<file path="src/rtl/agc_dsky_pkg.sv">
// Shared definitions for the DSKY relay-word receiver.
//   NUM_ROWS / WORD_W / ADDR_W : relay matrix geometry
//   relay_state_e              : receiver FSM states
//   CODE_* / NIB_*             : 5-bit relay digit codes and their display nibbles
package agc_dsky_pkg;
  localparam int unsigned NUM_ROWS = 12;
  localparam int unsigned WORD_W   = 11;
  localparam int unsigned ADDR_W   = 4;

  typedef enum logic [1:0] {
    IDLE   = 2'd0,
    SETTLE = 2'd1,
    COMMIT = 2'd2
  } relay_state_e;

  localparam logic [4:0] CODE_BLANK = 5'b00000;
  localparam logic [4:0] CODE_0     = 5'b10101;
  localparam logic [4:0] CODE_1     = 5'b00011;
  localparam logic [4:0] CODE_2     = 5'b11001;
  localparam logic [4:0] CODE_3     = 5'b11011;
  localparam logic [4:0] CODE_4     = 5'b01111;
  localparam logic [4:0] CODE_5     = 5'b11110;
  localparam logic [4:0] CODE_6     = 5'b11100;
  localparam logic [4:0] CODE_7     = 5'b10011;
  localparam logic [4:0] CODE_8     = 5'b11101;
  localparam logic [4:0] CODE_9     = 5'b11111;

  localparam logic [3:0] NIB_BLANK   = 4'hF;
  localparam logic [3:0] NIB_INVALID = 4'hE;
endpackage

</file>
<file path="src/rtl/agc_relay_digit_dec.sv">
// Combinational decoder from a 5-bit DSKY relay code to a display nibble.
//   code  : 5-bit relay code (C or D field of a relay row)
//   digit : 0..9, NIB_BLANK for the all-off code, NIB_INVALID otherwise
module agc_relay_digit_dec
  import agc_dsky_pkg::*;
(
  input  logic [4:0] code,
  output logic [3:0] digit
);
  always_comb begin
    digit = NIB_INVALID;
    case (code)
      CODE_BLANK: digit = NIB_BLANK;
      CODE_0:     digit = 4'd0;
      CODE_1:     digit = 4'd1;
      CODE_2:     digit = 4'd2;
      CODE_3:     digit = 4'd3;
      CODE_4:     digit = 4'd4;
      CODE_5:     digit = 4'd5;
      CODE_6:     digit = 4'd6;
      CODE_7:     digit = 4'd7;
      CODE_8:     digit = 4'd8;
      CODE_9:     digit = 4'd9;
      default:    digit = NIB_INVALID;
    endcase
  end
endmodule

</file>
<file path="src/rtl/dsky_relay_rx.sv">
// DSKY-side receiver for the channel-10 relay word bus. A word {ADDR,DATA}
// must be held stable for PULLIN edges before it is committed into the
// 12x11 relay image; ADDR 13..15 settle and pulse INVAL without writing.
// Optional feature macro: DSKY_DIGIT_DECODE_EN adds the DIGITS port and the
// 24 relay-code decoders.
// Ports:
//   CLOCK, rst            : clock, asynchronous active-high reset
//   RYWD12..RYWD16        : row address, ADDR = {RYWD16,RYWD14,RYWD13,RYWD12}
//   RLYB01..RLYB11        : row data, DATA = {RLYB11..RLYB01}
//   RLYMAT[131:0]         : relay image, row r at [11*r-1 : 11*(r-1)]
//   LATCH / INVAL         : one-cycle commit / invalid-address pulses
//   BUSY                  : SETTLE or COMMIT
//   DIGITS[95:0]          : (macro only) {C,D} nibbles per row
//   dbg_state[1:0]        : current FSM state
module dsky_relay_rx
  import agc_dsky_pkg::*;
#(
  parameter logic [15:0] PULLIN = 16'd16
) (
  input  logic         CLOCK,
  input  logic         rst,
  input  logic         RYWD12,
  input  logic         RYWD13,
  input  logic         RYWD14,
  input  logic         RYWD16,
  input  logic         RLYB01,
  input  logic         RLYB02,
  input  logic         RLYB03,
  input  logic         RLYB04,
  input  logic         RLYB05,
  input  logic         RLYB06,
  input  logic         RLYB07,
  input  logic         RLYB08,
  input  logic         RLYB09,
  input  logic         RLYB10,
  input  logic         RLYB11,
  output logic [131:0] RLYMAT,
  output logic         LATCH,
  output logic         INVAL,
  output logic         BUSY,
`ifdef DSKY_DIGIT_DECODE_EN
  output logic [95:0]  DIGITS,
`endif
  output logic [1:0]   dbg_state
);
  // SETTLE is entered with CNT = 0 on the first edge of a word, so the move
  // to COMMIT happens on the edge that would make CNT = PULLIN-1; the write
  // then lands one edge later, PULLIN edges after the word was first sampled.
  localparam logic [7:0] PULLIN_M2 = 8'(PULLIN - 16'd2);

  logic [ADDR_W-1:0]        addr_in;
  logic [WORD_W-1:0]        data_in;
  logic [ADDR_W+WORD_W-1:0] in_word;
  logic [ADDR_W-1:0]        samp_addr;
  logic [WORD_W-1:0]        samp_data;
  logic                     changed;
  logic                     addr_nz;

  relay_state_e             state_q, state_d;
  logic [7:0]               cnt_q, cnt_d;
  logic [ADDR_W+WORD_W-1:0] samp_q, samp_d;
  logic [131:0]             rlymat_q, rlymat_d;
  logic                     latch_q, latch_d;
  logic                     inval_q, inval_d;

  assign addr_in   = {RYWD16, RYWD14, RYWD13, RYWD12};
  assign data_in   = {RLYB11, RLYB10, RLYB09, RLYB08, RLYB07, RLYB06,
                      RLYB05, RLYB04, RLYB03, RLYB02, RLYB01};
  assign in_word   = {addr_in, data_in};
  assign samp_addr = samp_q[ADDR_W+WORD_W-1:WORD_W];
  assign samp_data = samp_q[WORD_W-1:0];
  assign changed   = (in_word != samp_q);
  assign addr_nz   = (addr_in != '0);

  always_comb begin
    state_d  = state_q;
    cnt_d    = cnt_q;
    samp_d   = in_word;
    rlymat_d = rlymat_q;
    latch_d  = 1'b0;
    inval_d  = 1'b0;
    case (state_q)
      IDLE: begin
        if (changed && addr_nz) begin
          state_d = SETTLE;
          cnt_d   = 8'd0;
        end
      end
      SETTLE: begin
        if (changed) begin
          cnt_d   = 8'd0;
          state_d = addr_nz ? SETTLE : IDLE;
        end else begin
          cnt_d = cnt_q + 8'd1;
          if (cnt_q == PULLIN_M2) state_d = COMMIT;
        end
      end
      COMMIT: begin
        // The write uses the settled word in SAMP even if the bus moved on.
        if (samp_addr <= 4'(NUM_ROWS)) begin
          for (int r = 0; r < NUM_ROWS; r++) begin
            if (samp_addr == 4'(r + 1)) rlymat_d[r*WORD_W +: WORD_W] = samp_data;
          end
          latch_d = 1'b1;
        end else begin
          inval_d = 1'b1;
        end
        // A new word arriving on this edge starts its settle here, exactly as
        // it would from IDLE.
        cnt_d   = 8'd0;
        state_d = (changed && addr_nz) ? SETTLE : IDLE;
      end
      default: state_d = IDLE;
    endcase
  end

  always_ff @(posedge CLOCK or posedge rst) begin
    if (rst) begin
      state_q  <= IDLE;
      cnt_q    <= 8'd0;
      samp_q   <= '0;
      rlymat_q <= '0;
      latch_q  <= 1'b0;
      inval_q  <= 1'b0;
    end else begin
      state_q  <= state_d;
      cnt_q    <= cnt_d;
      samp_q   <= samp_d;
      rlymat_q <= rlymat_d;
      latch_q  <= latch_d;
      inval_q  <= inval_d;
    end
  end

  assign RLYMAT    = rlymat_q;
  assign LATCH     = latch_q;
  assign INVAL     = inval_q;
  assign BUSY      = (state_q == SETTLE) || (state_q == COMMIT);
  assign dbg_state = state_q;

`ifdef DSKY_DIGIT_DECODE_EN
  // Row field layout: [10] B, [9:5] C code, [4:0] D code.
  for (genvar r = 0; r < NUM_ROWS; r++) begin : g_row
    agc_relay_digit_dec u_dec_c (
      .code  (rlymat_q[r*WORD_W+5 +: 5]),
      .digit (DIGITS[r*8+4 +: 4])
    );
    agc_relay_digit_dec u_dec_d (
      .code  (rlymat_q[r*WORD_W +: 5]),
      .digit (DIGITS[r*8 +: 4])
    );
  end
`endif
endmodule

</file>
<file path="config.mk">
export PLATFORM = sky130hd
export DESIGN_NAME = dsky_relay_rx
export DESIGN_NICKNAME = d
export VERILOG_FILES = /design/src/rtl/agc_dsky_pkg.sv /design/src/rtl/agc_relay_digit_dec.sv /design/src/rtl/dsky_relay_rx.sv
export SDC_FILE = /design/constraint.sdc
export NUM_CORES = 1
export LEC_CHECK = 0
export ABC_CLOCK_PERIOD_IN_PS = 5700
export CAP_MARGIN = 20
export CORE_UTILIZATION = 45
export CTS_CLUSTER_SIZE = 14
export DETAILED_ROUTE_END_ITERATION = 7
export PLACE_DENSITY_LB_ADDON = 0.12
export SYNTH_ARGS = -nofsm -noshare
export SYNTH_HDL_FRONTEND = slang
export SYNTH_SLANG_ARGS = --single-unit
</file>
<file path="constraint.sdc">
create_clock -name CLOCK -period 5.7 [get_ports CLOCK]
set_input_delay 1.14 -clock CLOCK [delete_from_list [all_inputs] [get_ports CLOCK]]
set_output_delay 1.14 -clock CLOCK [all_outputs]
set_load 0.05 [all_outputs]
</file>
### Word level (Yosys, flattened, before mapping)

Index checks and enable logic that the tools add are counted.

| word-level totals | value |
|---|---|
| output and inout port bits | 137 |
| bits in registers | 159 |
| word-level logic and storage cells | 69 |
| input bits | 17 |

| operators by class | value |
|---|---|
| add/sub/neg operators | 1 |
| $lt $le $gt $ge | 1 |
| reduce and logical (&&, ||, !) cells | 19 |
| equality and inequality tests | 18 |
| mux-type cells | 13 |

Operator list:

| kind | count |
|---|---|
| 3-bit AND reduction | 12 |
| 8-bit case mux with 3 select lines | 1 |
| 4-bit == test (second input constant) | 5 |
| 4-bit by 3-bit == test with 1-bit output (second input constant) | 4 |
| 8-bit two-way mux | 2 |
| 15-bit != test | 1 |
| 8-bit by 1-bit adder with 8-bit output (second input constant) | 1 |
| 4-bit by 2-bit == test with 1-bit output (second input constant) | 2 |
| 8-bit by 4-bit == test with 1-bit output (second input constant) | 1 |
| 1-bit two-way mux | 6 |
| 2-bit two-way mux | 3 |
| 2-bit case mux with 3 select lines | 1 |
| 4-bit by 1-bit == test with 1-bit output (second input constant) | 1 |
| 4-bit less-or-equal comparator (second input constant) | 1 |
| 2-bit AND reduction | 2 |
| 4-bit nonzero test | 1 |
| 3-bit != test (second input constant) | 1 |
| 3-bit nonzero test | 1 |
| 2-bit by 1-bit == test with 1-bit output (second input constant) | 1 |
| 2-bit == test (second input constant) | 1 |
| 2-bit logical NOT | 1 |
| 2-bit != test (second input constant) | 1 |
| 1-bit logical AND | 1 |
| 1-bit logical OR | 1 |

### Depth between registers and ports, before layout

Gate-level depths: netlist (run 1).

| logic depth | value |
|---|---|
| depth after elaboration | 4 |
| depth in mapped cells | 7 |
| depth with buffers taken out | 7 |

### Worst setup path after synthesis (run 1)

No wires, ideal clock.

| timing | value |
|---|---|
| path type | flip-flop to output port |
| start | register state_q[0], in the netlist dbg_state[0] |
| end | output port BUSY |
| buffers on the path | 0 |
| slack | 3169 ps |
| stages on the path, launching flop included | 3 |
| required time | 4560 ps |
| data arrival time | 1391 ps |
| cells stage by stage | dfrtp_1 inv_1 ha_1 |

| between the ends | value |
|---|---|
| cells in the longest elaborated chain, start to end | 2 |
| elaborated cells between the ends (all ways) | 3 |
| classes of those cells | 2 x eq/ne; 1 x reduce/logical |

Ends and longest elaborated chain:

| item | RTL line | text |
|---|---|---|
| from (decl) | dsky_relay_rx.sv:59 | `relay_state_e state_q, state_d;` |
| from (signal assigned) | dsky_relay_rx.sv:126 | `state_q <= state_d;` |
| 2-bit by 1-bit == test with 1-bit output / 2-bit == test (equally long branches) | dsky_relay_rx.sv:138 | `assign BUSY = (state_q == SETTLE) \|\| (state_q == COMMIT);` |
| 1-bit logical OR * | dsky_relay_rx.sv:138 |  |
| to (decl) | dsky_relay_rx.sv:40 | `output logic BUSY,` |

Every way passes the cells marked *; elsewhere a longest branch is shown, timed or not.

### Worst setup path after layout (run 1)

| timing | value |
|---|---|
| start | register state_q[1], in the netlist dbg_state[1] |
| end | output port BUSY |

Same word-level chain as after synthesis.

==> flow_summary_export.csv, run 1 <==
group,metric,value,unit
timing,finalCritPeriodShare,0.5671,
placement,portBuffers,153,
clock_network,htreeDepth,4,
die,die_width,120.4,um
route,drtIter0Drc,160,
setup_path,reg2reg_depth,5,
setup_path,crit_path_end_kind,"output port",
timing,setup_viol,0,
timing,finalSetupTns,0,ns
final_layout,area_growth,35.71,%
setup_path,path_class,"flip-flop to output port",
route,drtPass1Iterations,6,
yosys,ys_seq_elements,159,
setup_path,ff2ff_setup_slack,3.29,ns
clock_network,cts_resized,0,
final_layout,post-route-util,0.6362,
die,io_pins,154,
power_and_ir_drop,swShare,0.2290,
timing,relSlewSlack,0.3293,
clock_network,cts_hold_buf,0,
power_and_ir_drop,p_seq_frac,0.497,
grt,grtUsageTotal,0.2217,
route,vias_per_cell,5.190,
die,die_area,0.01449,mm^2
clock_network,clk_pin_slew_worst_paths,0.06,ns
timing,clock_skew,0.004316,ns
setup_path,crit_fanout,6,
placement,globalplace.congestion,0.9033,
clock_network,clockBufferDepth,2,
route,ant_nets,0,
yosys,synth_cell_type_count,40,
min_path,holdPathStages,1,
yosys,async_reset_ff_frac,1.000,
yosys,ys_top_cells_by_area,"dfrtp_1 (63%), mux2_2 (24%), xor2_1 (2.1%), ha_1 (1.4%), clkbuf_1 (0.89%)",
placement,hpwl,10000,um
setup_path,r2r-end,"RLYMAT[64]$_DFFE_PP0P_",
timing,hold_violations,0,
power_and_ir_drop,leakage,4.015,nW
final_layout,num-nets-final,598,
die,rows,42,
die,die_y,120.4,um
clock_network,clock_sinks,159,
yosys,synth-main-ff-cell,"dfrtp_1",
yosys,synth_top_area_frac,0.6310,
setup_path,crit_start,"dbg_state[1]$_DFFE_PP0P_",
power_and_ir_drop,p_int,0.001806,W
setup_path,cp_data_required_time,4.56,ns
final_layout,fin_cells,763,
setup_path,cp-start-kind,"flip-flop",
route,vias,3960,
min_path,min_from,"RLYMAT[3]$_DFFE_PP0P_",
yosys,ys_seq_area_frac,0.6310,
setup_path,crit_arrival,2.09,ns
timing,final_max_slew_viol_count,0,
min_path,hold_end,"RLYMAT[3]$_DFFE_PP0P_",
yosys,syn_area_per_cell,14.94,um^2
setup_path,slowest_delay,0.82,ns
yosys,synth_nets,446,
grt,overflow,0,
setup_path,critPathSlowestCell,"clkdlybuf4s50_1",
clock_network,cts_buffers,17,
grt,grt_pass1_wl,23660,um
timing,grt_setup_unrepaired,"no",
yosys,synth_edf_count,0,
route,drt_drc_violations_left,0,
final_layout,drive_gt1_frac,0.2964,
power_and_ir_drop,ir_worst_vdd,0.2280,mV
clock_network,postCtsSetupBuffers,0,
setup_path,crit_path_cell_trace,"inv_1 > ha_1 > clkdlybuf4s50_1",
power_and_ir_drop,power_switching,0.0005362,W
status,status,"finished clean",
grt,antenna_found_initial,0,
setup_path,reg2reg_from,"dbg_state[0]$_DFFE_PP0P_",
clock_network,clock_latency,0.42,ns
yosys,yosys_warnings,0,
power_and_ir_drop,p_comb_frac,0.045,
yosys,synth.cell_area,0.006306,mm^2
route,wirelength,15140,um
route,wl_per_cell,19.85,um
placement,dp_cells,729,
die,start_util,0.4688,
grt,grt_pass1_vias,4258,
min_path,hp-class,"flip-flop to flip-flop",
grt,grt_start_max_net_pins,70,
power_and_ir_drop,pwr-share-clk,0.458,
timing,worstMarginPinSlew,1.002,ns
die,core,0.01345,mm^2
yosys,yosysTopAreaCell,"dfrtp_1",
power_and_ir_drop,power_density,273.6,mW/mm^2
flow_run,drv_cap,0,
timing,post-route-min-period,3.233,ns
final_layout,antenna_cells,0,
clock_network,cts_tree,"done",
clock_network,root_buffer,"clkbuf_16",
yosys,synth_cells,422,
timing,fmax,309.4,MHz
[registers in the layout, summed over array words and instances (netlist names)]
| name | cells |
|---|---|
| LATCH | 1 |
| dbg_state | 2 |
| RLYMAT | 132 |
| samp_q | 15 |
| cnt_q | 8 |
| INVAL | 1 |
[kinds of logic (layout without fill, tap and decap cells)]
kind of cell | after synthesis | after routing | share of synthesized area
multiplexers | 132 | 132 | 0.2357
buffers and inverters | 30 | 195 | 0.01964
flip-flops | 159 | 159 | 0.6310
adder cells (fa/ha/maj) | 7 | 7 | 0.01389
AND/OR/NAND/NOR | 55 | 55 | 0.05278
XOR/XNOR | 15 | 15 | 0.02083
AO/OA/AOI/OAI | 24 | 24 | 0.02619
[per-layer routing]
metal / track usage / up-vias / part of all wire
met5: 0 / - / 0
met4: 0.07253 / 0 / 0.012
met3: 0.07689 / 16 / 0.071
met2: 0.3552 / 117 / 0.49
met1: 0.2815 / 2051 / 0.43
li1: - / 1776 / -
[cells in the final DEF, fill, tap and decap left out, drive strengths merged, types with 2 or more instances in the layout]
| cell type | synthesis | final |
|---|---|---|
| and2 | 2 | 2 |
| xor2 | 15 | 15 |
| nand2 | 9 | 9 |
| inv | 6 | 6 |
| clkdlybuf4s50 | 0 | 153 |
| a21boi | 4 | 4 |
| nand3 | 4 | 4 |
| a31oi | 2 | 2 |
| or3 | 4 | 4 |
| clkinv | 0 | 5 |
| o21ai | 10 | 10 |
| nor4 | 4 | 4 |
| clkbuf | 15 | 23 |
| nor3 | 3 | 3 |
| or2b | 2 | 2 |
| mux2 | 132 | 132 |
| ha | 7 | 7 |
| nor2 | 12 | 12 |
| nand3b | 2 | 2 |
| nor3b | 3 | 3 |
| or4 | 2 | 2 |
| nand2b | 3 | 3 |
| dfrtp | 159 | 159 |
| nand4 | 4 | 4 |
| buf | 9 | 4 |
| clkinvlp | 0 | 3 |
[layout make-up]
cell class                 instances  area [um^2]
clock buffer                      23        478.0
clock inverter                     9        85.08
fill                            1071         4895
inverter                           6        27.53
multi-input combinational        233         2203
sequential                       159         3979
tap                              176        220.2
timing repair buffer             157         1565
[worst max-delay path, delay by kind of cell (launching register included)]
kind	cells	cell delay [ns]
DFF	1	0.45
adders and majority gates	1	0.29
buffers and inverters	2	0.93
[power groups by stage]
stage,clock [W],sequential [W],combinational (W)
floorplan,0,0.00117,0.0000686
detailed placement,0,0.00119,0.000106
global placement,0,0.00118,0.000106
global route,0.00114,0.00117,0.000116
CTS,0.00109,0.00116,0.000107
finish,0.00107,0.00116,0.000105
[how the worst max path moves through the flow]
stage                                end  slack [ns]  cells after the start
global route                        BUSY        2.37                      3
detailed placement  cnt_q[7]$_DFFE_PP0P_        2.56                      7
global placement    cnt_q[3]$_DFFE_PP0P_        2.59                      7
CTS                                 BUSY        2.44                      3
finish                              BUSY        2.47                      3
floorplan                INVAL$_DFF_PP0_        0.27                      1
[synthesized netlist by cell type (4+ instances only)]
| cell | count |
|---|---|
| buf_2 | 9 |
| clkbuf_1 | 15 |
| dfrtp_1 | 159 |
| ha_1 | 7 |
| inv_1 | 6 |
| mux2_2 | 132 |
| nand2_1 | 9 |
| nand3_1 | 4 |
| nor2_1 | 11 |
| o21ai_0 | 8 |
| xor2_1 | 15 |
[per-stage QoR]
step	setup slack (ns)	hold slack (ns)	power, W	area (um^2)
after detailed placement	2.564	0.4930	0.001291	7976
after floorplan	0.2684	0.5088	0.001243	6306
after CTS	2.439	0.5054	0.002365	8539
after global routing	2.372	0.5220	0.002425	8558
after global placement	2.590	0.4885	0.001290	7976
final	2.467	0.5047	0.002342	8558
Power figures use the tool's default switching activity.
==> run 2: changes to the inputs <==
--- a/config.mk
+++ b/config.mk
@@ -5,9 +5,9 @@
 export SDC_FILE = /design/constraint.sdc
 export NUM_CORES = 1
 export LEC_CHECK = 0
-export ABC_CLOCK_PERIOD_IN_PS = 5700
+export ABC_CLOCK_PERIOD_IN_PS = 3300
 export CAP_MARGIN = 20
-export CORE_UTILIZATION = 45
+export CORE_UTILIZATION = 49
 export CTS_CLUSTER_SIZE = 14
 export DETAILED_ROUTE_END_ITERATION = 7
 export PLACE_DENSITY_LB_ADDON = 0.12
==> constraint.sdc (replaced) <==
create_clock -name CLOCK -period 3.3 [get_ports CLOCK]
set_input_delay 0.66 -clock CLOCK [delete_from_list [all_inputs] [get_ports CLOCK]]
set_output_delay 0.66 -clock CLOCK [all_outputs]
set_load 0.05 [all_outputs]
==> run 2 against run 1 <==
Against the previous run: final cell count increased by 0.13%; power is 79% higher; setup slack worse by 1.9 ns; via count grew 1.4%; hold slack worse by 0.0028 ns; clock skew increased by 0.0052 ns; final area grew 1.3%; critical path depth did not move; combinational power increased by 79%; highest routed layer unchanged.
==> flow_summary_export.csv, run 2 (synthesized netlist as in run 1, its figures left out) <==
group,metric,value,unit
status,status,"finished clean",
timing,hold_ws,0.5019,ns
grt,grt_pass1_wl,23090,um
route,wl_per_cell,19.68,um
power_and_ir_drop,power_density,484.3,mW/mm^2
clock_network,postCtsSetupBuffers,0,
power_and_ir_drop,leakage,4.077,nW
setup_path,crit_arrival,2.08,ns
die,start_util,0.5017,
die,core,0.01257,mm^2
timing,clock_skew,0.009474,ns
grt,grtUsageTotal,0.2411,
flow_run,drv_cap,0,
grt,grt_util_met3,0.09414,
clock_network,clockBufferDepth,2,
clock_network,clock_latency,0.42,ns
die,io_pins,154,
clock_network,cts_tree,"done",
timing,worstMarginPinSlew,0.7095,ns
timing,setup_viol,0,
die,die_width,115.4,um
clock_network,clock_sinks,159,
clock_network,cts_hold_buf,0,
power_and_ir_drop,ir_worst_vdd,0.4430,mV
timing,final_max_slew_viol_count,0,
grt,grt_start_max_net_pins,58,
setup_path,cp_data_required_time,2.64,ns
die,die_y,115.4,um
final_layout,drive_gt1_frac,0.3057,
timing,grt_setup_unrepaired,"no",
final_layout,antenna_cells,0,
setup_path,cp-start-kind,"flip-flop",
route,vias,4014,
final_layout,num-nets-final,604,
grt,grt.busiest_layer,"met2",
placement,portBuffers,153,
die,die_area,0.01333,mm^2
power_and_ir_drop,p_total,0.004199,W
final_layout,final_common_cell,"dfrtp_1",
clock_network,clk_pin_slew_worst_paths,0.06,ns
grt,grt_use_met1,0.2981,
grt,antenna_found_initial,0,
clock_network,cts_buffers,17,
min_path,hp-class,"flip-flop to flip-flop",
route,wirelength,15030,um
route,drt_drc_violations_left,0,
setup_path,path_class,"flip-flop to output port",
clock_network,cts_resized,0,
timing,hold_violations,0,
grt,grt_pass1_vias,4279,
route,ant_nets,0,
timing,relSlewSlack,0.5256,
timing,fmax,364.5,MHz
grt,grt_use_met2,0.3924,
grt,overflow,0,
timing,finalCritPeriodShare,0.8314,
route,drtIter0Drc,163,
final_layout,area_growth,37.50,%
clock_network,root_buffer,"clkbuf_16",
final_layout,final_cell_mix,"dfrtp_1 (159), clkdlybuf4s50_1 (153), mux2_2 (132)",
placement,globalplace.congestion,0.8744,
timing,finalSetupTns,0,ns
final_layout,largest_reg_flops,132,
setup_path,crit_fanout,5,
timing,post-route-min-period,2.744,ns
placement,hpwl,10210,um
route,drtPass1Iterations,4,
clock_network,htreeDepth,4,
die,rows,41,
setup_path,crit_path_end_kind,"output port",
route,vias_per_cell,5.254,
[run 2: through the flow]
| step | util | cell area [um^2] | worst slack (ns) | std cells |
|---|---|---|---|---|
| detailed placement | 0.6409 | 8055 | 0.6148 | 733 |
| floorplan | - | 6310 | 0.6251 | 422 |
| finish | 0.6899 | 8671 | 0.5563 | 764 |
| global placement | 0.6409 | 8055 | 0.6381 | 733 |
| global route | 0.6899 | 8671 | 0.4448 | 764 |
| CTS | 0.6899 | 8671 | 0.5272 | 764 |
[run 2: final cells by class]
cell class / count / area, um^2
Timing Repair Buffer: 163 / 1632
Fill cell: 908 / 3897
Clock buffer: 22 / 484.2
Inverter: 6 / 26.28
Clock inverter: 9 / 131.4
Sequential cell: 159 / 3979
Tap cell: 172 / 215.2
Multi-Input combinational cell: 233 / 2203
[run 2: per-layer routing]
layer / part of all wire / vias up
li1: - / 1798
met1: 0.42 / 2108
met2: 0.50 / 97
met3: 0.069 / 11
met4: 0.011 / 0
met5: 0 / -
[run 2: critical path, stage by stage (launching register included)]
cell             delay (ns)
dfrtp_1                0.44
inv_1                  0.11
ha_1                   0.31
clkdlybuf4s50_1        0.81
[run 2: power by group]
part / switching, W / internal (W)
Sequential: 0.0000490 / 0.00196
Clock: 0.000734 / 0.00127
Combinational: 0.000123 / 0.0000649
[run 2: final timing paths]
check                                          from                endpoint  slack, ns  cells past startpoint
max in group asynchronous                       rst  RLYMAT[43]$_DFFE_PP0P_       1.92                      3
setup reg to reg           dbg_state[0]$_DFFE_PP0P_   RLYMAT[9]$_DFFE_PP0P_       1.05                      5
setup / recovery           dbg_state[0]$_DFFE_PP0P_                    BUSY       0.56                      3
min in group asynchronous                       rst  RLYMAT[35]$_DFFE_PP0P_       0.67                      2
hold reg to reg              RLYMAT[42]$_DFFE_PP0P_  RLYMAT[42]$_DFFE_PP0P_       0.50                      1
hold / removal               RLYMAT[42]$_DFFE_PP0P_  RLYMAT[42]$_DFFE_PP0P_       0.50                      1
==> RTL change 1 (flow settings as in run 2) <==
Make the reset (`rst`) synchronous in one clocked block. Comments in the files are not updated.
--- a/src/rtl/dsky_relay_rx.sv
+++ b/src/rtl/dsky_relay_rx.sv
@@ -115,5 +115,5 @@
   end
 
-  always_ff @(posedge CLOCK or posedge rst) begin
+  always_ff @(posedge CLOCK) begin
     if (rst) begin
       state_q  <= IDLE;
Formal check against the unedited RTL: differs if rst is asserted again (counterexample within 4 cycles, from zero or initial values and one cycle with rst high); with rst held inactive, the same outputs for 10 cycles.
==> RTL change 1 against run 2 <==
Critical path type unchanged. Total power fell by 3.9%. Clock power fell by 4%. Wire length rose by 5.5%. Sequential cell count did not move. Final area fell by 5.0%. Synthesized cell count rose by 46%. Area after synthesis fell by 5.3%. Setup slack improved by 85 ps. Sequential power fell by 3%. Non-clock buffer count rose by 11.
==> RTL change 1: results (changes against run 2) <==
result of the run=finished clean (unchanged); most instantiated flip-flop cell in the synthesis netlist=sky130_fd_sc_hd__dfxtp_1 (was sky130_fd_sc_hd__dfrtp_1); post-synthesis xor/xnor area fraction=2.20% (was 2.08%); non-filler cells, final=920 (was 764); synth top area cells=sky130_fd_sc_hd__dfxtp_1, sky130_fd_sc_hd__mux2i_1, sky130_fd_sc_hd__nor2_1 (was sky130_fd_sc_hd__dfrtp_1, sky130_fd_sc_hd__mux2_2, sky130_fd_sc_hd__xor2_1); vias in the first global route=4603 (was 4279); Worst R2R Path Depth=6 (was 5); CP max stage delay=790 ps (was 810 ps); clock skew after layout=6.34 ps (was 9.47 ps); Avg Inst Size Synth=9.68 sq um (was 14.9 sq um); amount of wire on met2 after detailed routing=7.53 mm (was 7.54 mm); peak fanout along the critical path=6 (was 5); layout cells sized above 1=6.82% (was 30.6%); Crit Reg-Reg Endpoint=cnt_q[4] (was RLYMAT[9]); routed length on met3=1.29 mm (was 1.03 mm); number of cells in the design after placement=890 (was 733); Hold Crit Endpoint=RLYMAT[82] (was RLYMAT[42]); combinational-cell power consumption=0.165 mW (was 0.188 mW); launching point of the worst reg2reg path=samp_q[10] (was dbg_state[0]); met3 global-route usage=8.69% (was 9.41%); timing startpoint of the critical path=dbg_state[1] (was dbg_state[0]); share of synthesized area occupied by flip-flops and latches=53.3% (was 63.1%); part of the total power dissipated in combinational logic=4.1% (was 4.5%); total nets after synthesis=640 (was 446); detailed router's first-iteration violation count=268 (was 163); VDD IR-drop max=0.000298 V (was 0.000443 V); FFs w/ async S/R, synth=0% (was 100%); reg-to-reg slack, setup=1110 ps (was 1050 ps); number of optimization iterations in the first detailed-route pass=5 (was 4); total routing usage reported by global routing=26.2% (was 24.1%); fraction of the mapped netlist area in compound gates=3.90% (was 2.62%); pin count of the biggest net entering global routing=85 (was 58); cell area after placement=7670 sq um (was 8060 sq um)
-- RTL change 1: changes by cell type in the layout (fill, tap and decap cells not counted), moves of 28 or more --
| cell | delta |
|---|---|
| sky130_fd_sc_hd__a21oi_1 | +28 |
| sky130_fd_sc_hd__dfxtp_1 | +159 |
| sky130_fd_sc_hd__mux2i_1 | +111 |
| sky130_fd_sc_hd__dfrtp_1 | -159 |
| sky130_fd_sc_hd__nand2_1 | +48 |
| sky130_fd_sc_hd__mux2_2 | -132 |
| sky130_fd_sc_hd__nor2_1 | +113 |
-- RTL change 1: cell type report --
type	instances	area (sq um)
sequential	159	3180
multi-input combinational	410	2590
inverter	4	15.0
clock inverter	7	113
fill	886	3420
timing repair buffer	174	1700
tap	143	179
clock buffer	23	458
-- RTL change 1: per-stage QoR --
step / hold WS (ps) / worst slack [ps]
2_1_floorplan: 457 / 1080
3_3_place_gp: 443 / 588
3_5_place_dp: 449 / 523
4_1_cts: 457 / 630
5_1_grt: 476 / 560
6_report: 456 / 641
==> RTL change 2 (config.mk and constraints of run 2) <==
Made on the original files. The package constant `NUM_ROWS` goes from 12 to 18.
--- a/src/rtl/agc_dsky_pkg.sv
+++ b/src/rtl/agc_dsky_pkg.sv
@@ -4,5 +4,5 @@
 //   CODE_* / NIB_*             : 5-bit relay digit codes and their display nibbles
 package agc_dsky_pkg;
-  localparam int unsigned NUM_ROWS = 12;
+  localparam int unsigned NUM_ROWS = 18;
   localparam int unsigned WORD_W   = 11;
   localparam int unsigned ADDR_W   = 4;
Formal check against the unedited RTL: same outputs for any inputs over 10 cycles, from zero or initial values and one cycle with rst high; that may be too few to reach the edited logic, so the function may still have changed.
==> RTL change 2 against run 2 <==
Combinational power is 3% higher. Global-route usage decreased by 4.8 points. Wire length decreased by 35%. Total power down 2.5%. Setup slack lost 120 ps. Final cell count shrank 22%. Final area decreased by 17%. Sequential cell count unchanged. Area after synthesis down 16%. Register-to-register slack gained 110 ps. Critical path type unchanged. Largest power group unchanged. Highest routed layer unchanged.
==> RTL change 2: results (changes against run 2) <==
peak fanout along the critical path=7 (was 5); first-pass GRT wire length=15.7 mm (was 23.1 mm); worst-skew pair later-pin latency=530 ps (was 420 ps); quantity of I/O buffers inserted on ports=153 (unchanged); FFs w/ async S/R, synth=100% (unchanged); Synth Warn #=0 (unchanged); count of H-tree levels built during CTS=4 (unchanged); Clk pin slew, worst setup/hold paths=60 ps (about the same); switching portion of total power=21.4% (was 21.6%); total routing usage reported by global routing=19.3% (was 24.1%); number of optimization iterations in the first detailed-route pass=4 (unchanged); CP arrival=2200 ps (was 2080 ps); synth top area cells=sky130_fd_sc_hd__dfrtp_1, sky130_fd_sc_hd__clkbuf_1, sky130_fd_sc_hd__mux2_2 (was sky130_fd_sc_hd__dfrtp_1, sky130_fd_sc_hd__mux2_2, sky130_fd_sc_hd__xor2_1); setup violators final=0 (unchanged); CP max stage delay=~800 ps; Resized Gates After CTS=0 (unchanged); detailed router's first-iteration violation count=120 (was 163); result of the run=finished clean (unchanged); count of unique library cells instantiated by Yosys=31 (was 40); cell types with the highest counts after synthesis=sky130_fd_sc_hd__dfrtp_1, sky130_fd_sc_hd__clkbuf_1, sky130_fd_sc_hd__mux2_2 (was sky130_fd_sc_hd__dfrtp_1, sky130_fd_sc_hd__mux2_2, sky130_fd_sc_hd__clkbuf_1, sky130_fd_sc_hd__xor2_1, sky130_fd_sc_hd__nor2_1); total nets after synthesis=408 (was 446); most instantiated flip-flop cell in the synthesis netlist=sky130_fd_sc_hd__dfrtp_1 (unchanged); category of cells accounting for the largest share of critical-path delay=buffers and inverters (unchanged); CP max-delay cell=sky130_fd_sc_hd__clkdlybuf4s50_1 (unchanged); Clk Tree Root Cell=sky130_fd_sc_hd__clkbuf_8 (was sky130_fd_sc_hd__clkbuf_16); share of synthesized area occupied by flip-flops and latches=74.8% (was 63.1%); max reg flops=132 (unchanged); pin count of the biggest net entering global routing=70 (was 58); Worst-Margin Slew=787 ps (was 709 ps); vias in the first global route=2998 (was 4279); number of antenna cells inserted=0 (unchanged); class of the most critical hold timing path=flop to flop (unchanged); leakage power=3.36 nW (was 4.08 nW); layout cells sized above 1=13.8% (was 30.6%); clock skew after layout=8.36 ps (was 9.47 ps); routability congestion estimate=0.843 (was 0.874); Post-Place Worst Slack=713 ps (was 615 ps); number of vias in the routed layout=2752 (was 4014); number of buffers created by CTS=17 (unchanged); VDD IR-drop max=0.000460 V (was 0.000443 V); number of antenna violations at the first check in global routing=0 (unchanged); cell area after placement=6640 sq um (was 8060 sq um); overall routed net length=9.79 mm (was 15.0 mm); Max Buffers Root-to-Sink=2 (unchanged); detailed placement HPWL=6.66 mm (was 10.2 mm); setup repair bufs after CTS=0 (unchanged); final-stage net count=471 (was 604)
-- RTL change 2: cell families after synthesis --
logic type               count (synthesis)  share of synthesized area, %
flip-flops                             159                          74.8
buffers and inverters                  118                          8.33
AND/OR/NAND/NOR                         41                          4.92
multiplexers                            23                          4.84
AO/OA/AOI/OAI                           21                          2.87
XOR/XNOR                                15                          2.61
adder cells (fa/ha/maj)                  7                          1.65
-- RTL change 2: worst paths after layout --
kind / depth (start not counted) / slack (ps) / end / start
worst min register to register: 0 / 370 / RLYMAT[70] / RLYMAT[70]
min in group asynchronous: 2 / 560 / RLYMAT[90] / rst
max in group asynchronous: 3 / 1870 / RLYMAT[20] / rst
worst max-delay path: 3 / 440 / BUSY / dbg_state[0]
worst min-delay path: 0 / 370 / RLYMAT[70] / RLYMAT[70]
worst max register to register: 4 / 1160 / RLYMAT[21] / dbg_state[0]
-- RTL change 2: metal layers --
layer,part of all wire [%],global-route usage [%],vias up
met3,9.5,10.6,14
met2,46,26.7,110
met5,0,0,-
li1,-,-,1292
met1,43,24.8,1336
met4,1.4,8.63,0
-- RTL change 2: area by class of cell --
type | instances | area, sq um
timing repair buffer | 157 | 1570
clock buffer | 21 | 449
clock inverter | 8 | 133
tap | 136 | 170
sequential | 159 | 3980
fill | 714 | 3190
multi-input combinational | 107 | 898
inverter | 5 | 22.5
-- RTL change 2: stage by stage --
stage               instances  util (%)
global route              593      69.4
CTS                       593      69.4
floorplan                 384         -
detailed placement        564      63.8
global placement          564      63.8
finish                    593      69.4
-- RTL change 2: worst reg2reg max path: stages (launching register included) --
cell and delay [ps]:
sky130_fd_sc_hd__dfrtp_1 470, sky130_fd_sc_hd__inv_1 120, sky130_fd_sc_hd__ha_1 240, sky130_fd_sc_hd__nand4b_1 650, sky130_fd_sc_hd__mux2_2 540
-- RTL change 2: power groups by stage --
stage          clock network [mW]  registers, mW  logic (mW)
2_1_floorplan                   0           2.03       0.113
5_1_grt                      2.05           1.98       0.215
4_1_cts                      1.98           1.98       0.198
3_3_place_gp                    0           2.01       0.194
6_report                     1.92           1.98       0.194
3_5_place_dp                    0           2.02       0.196
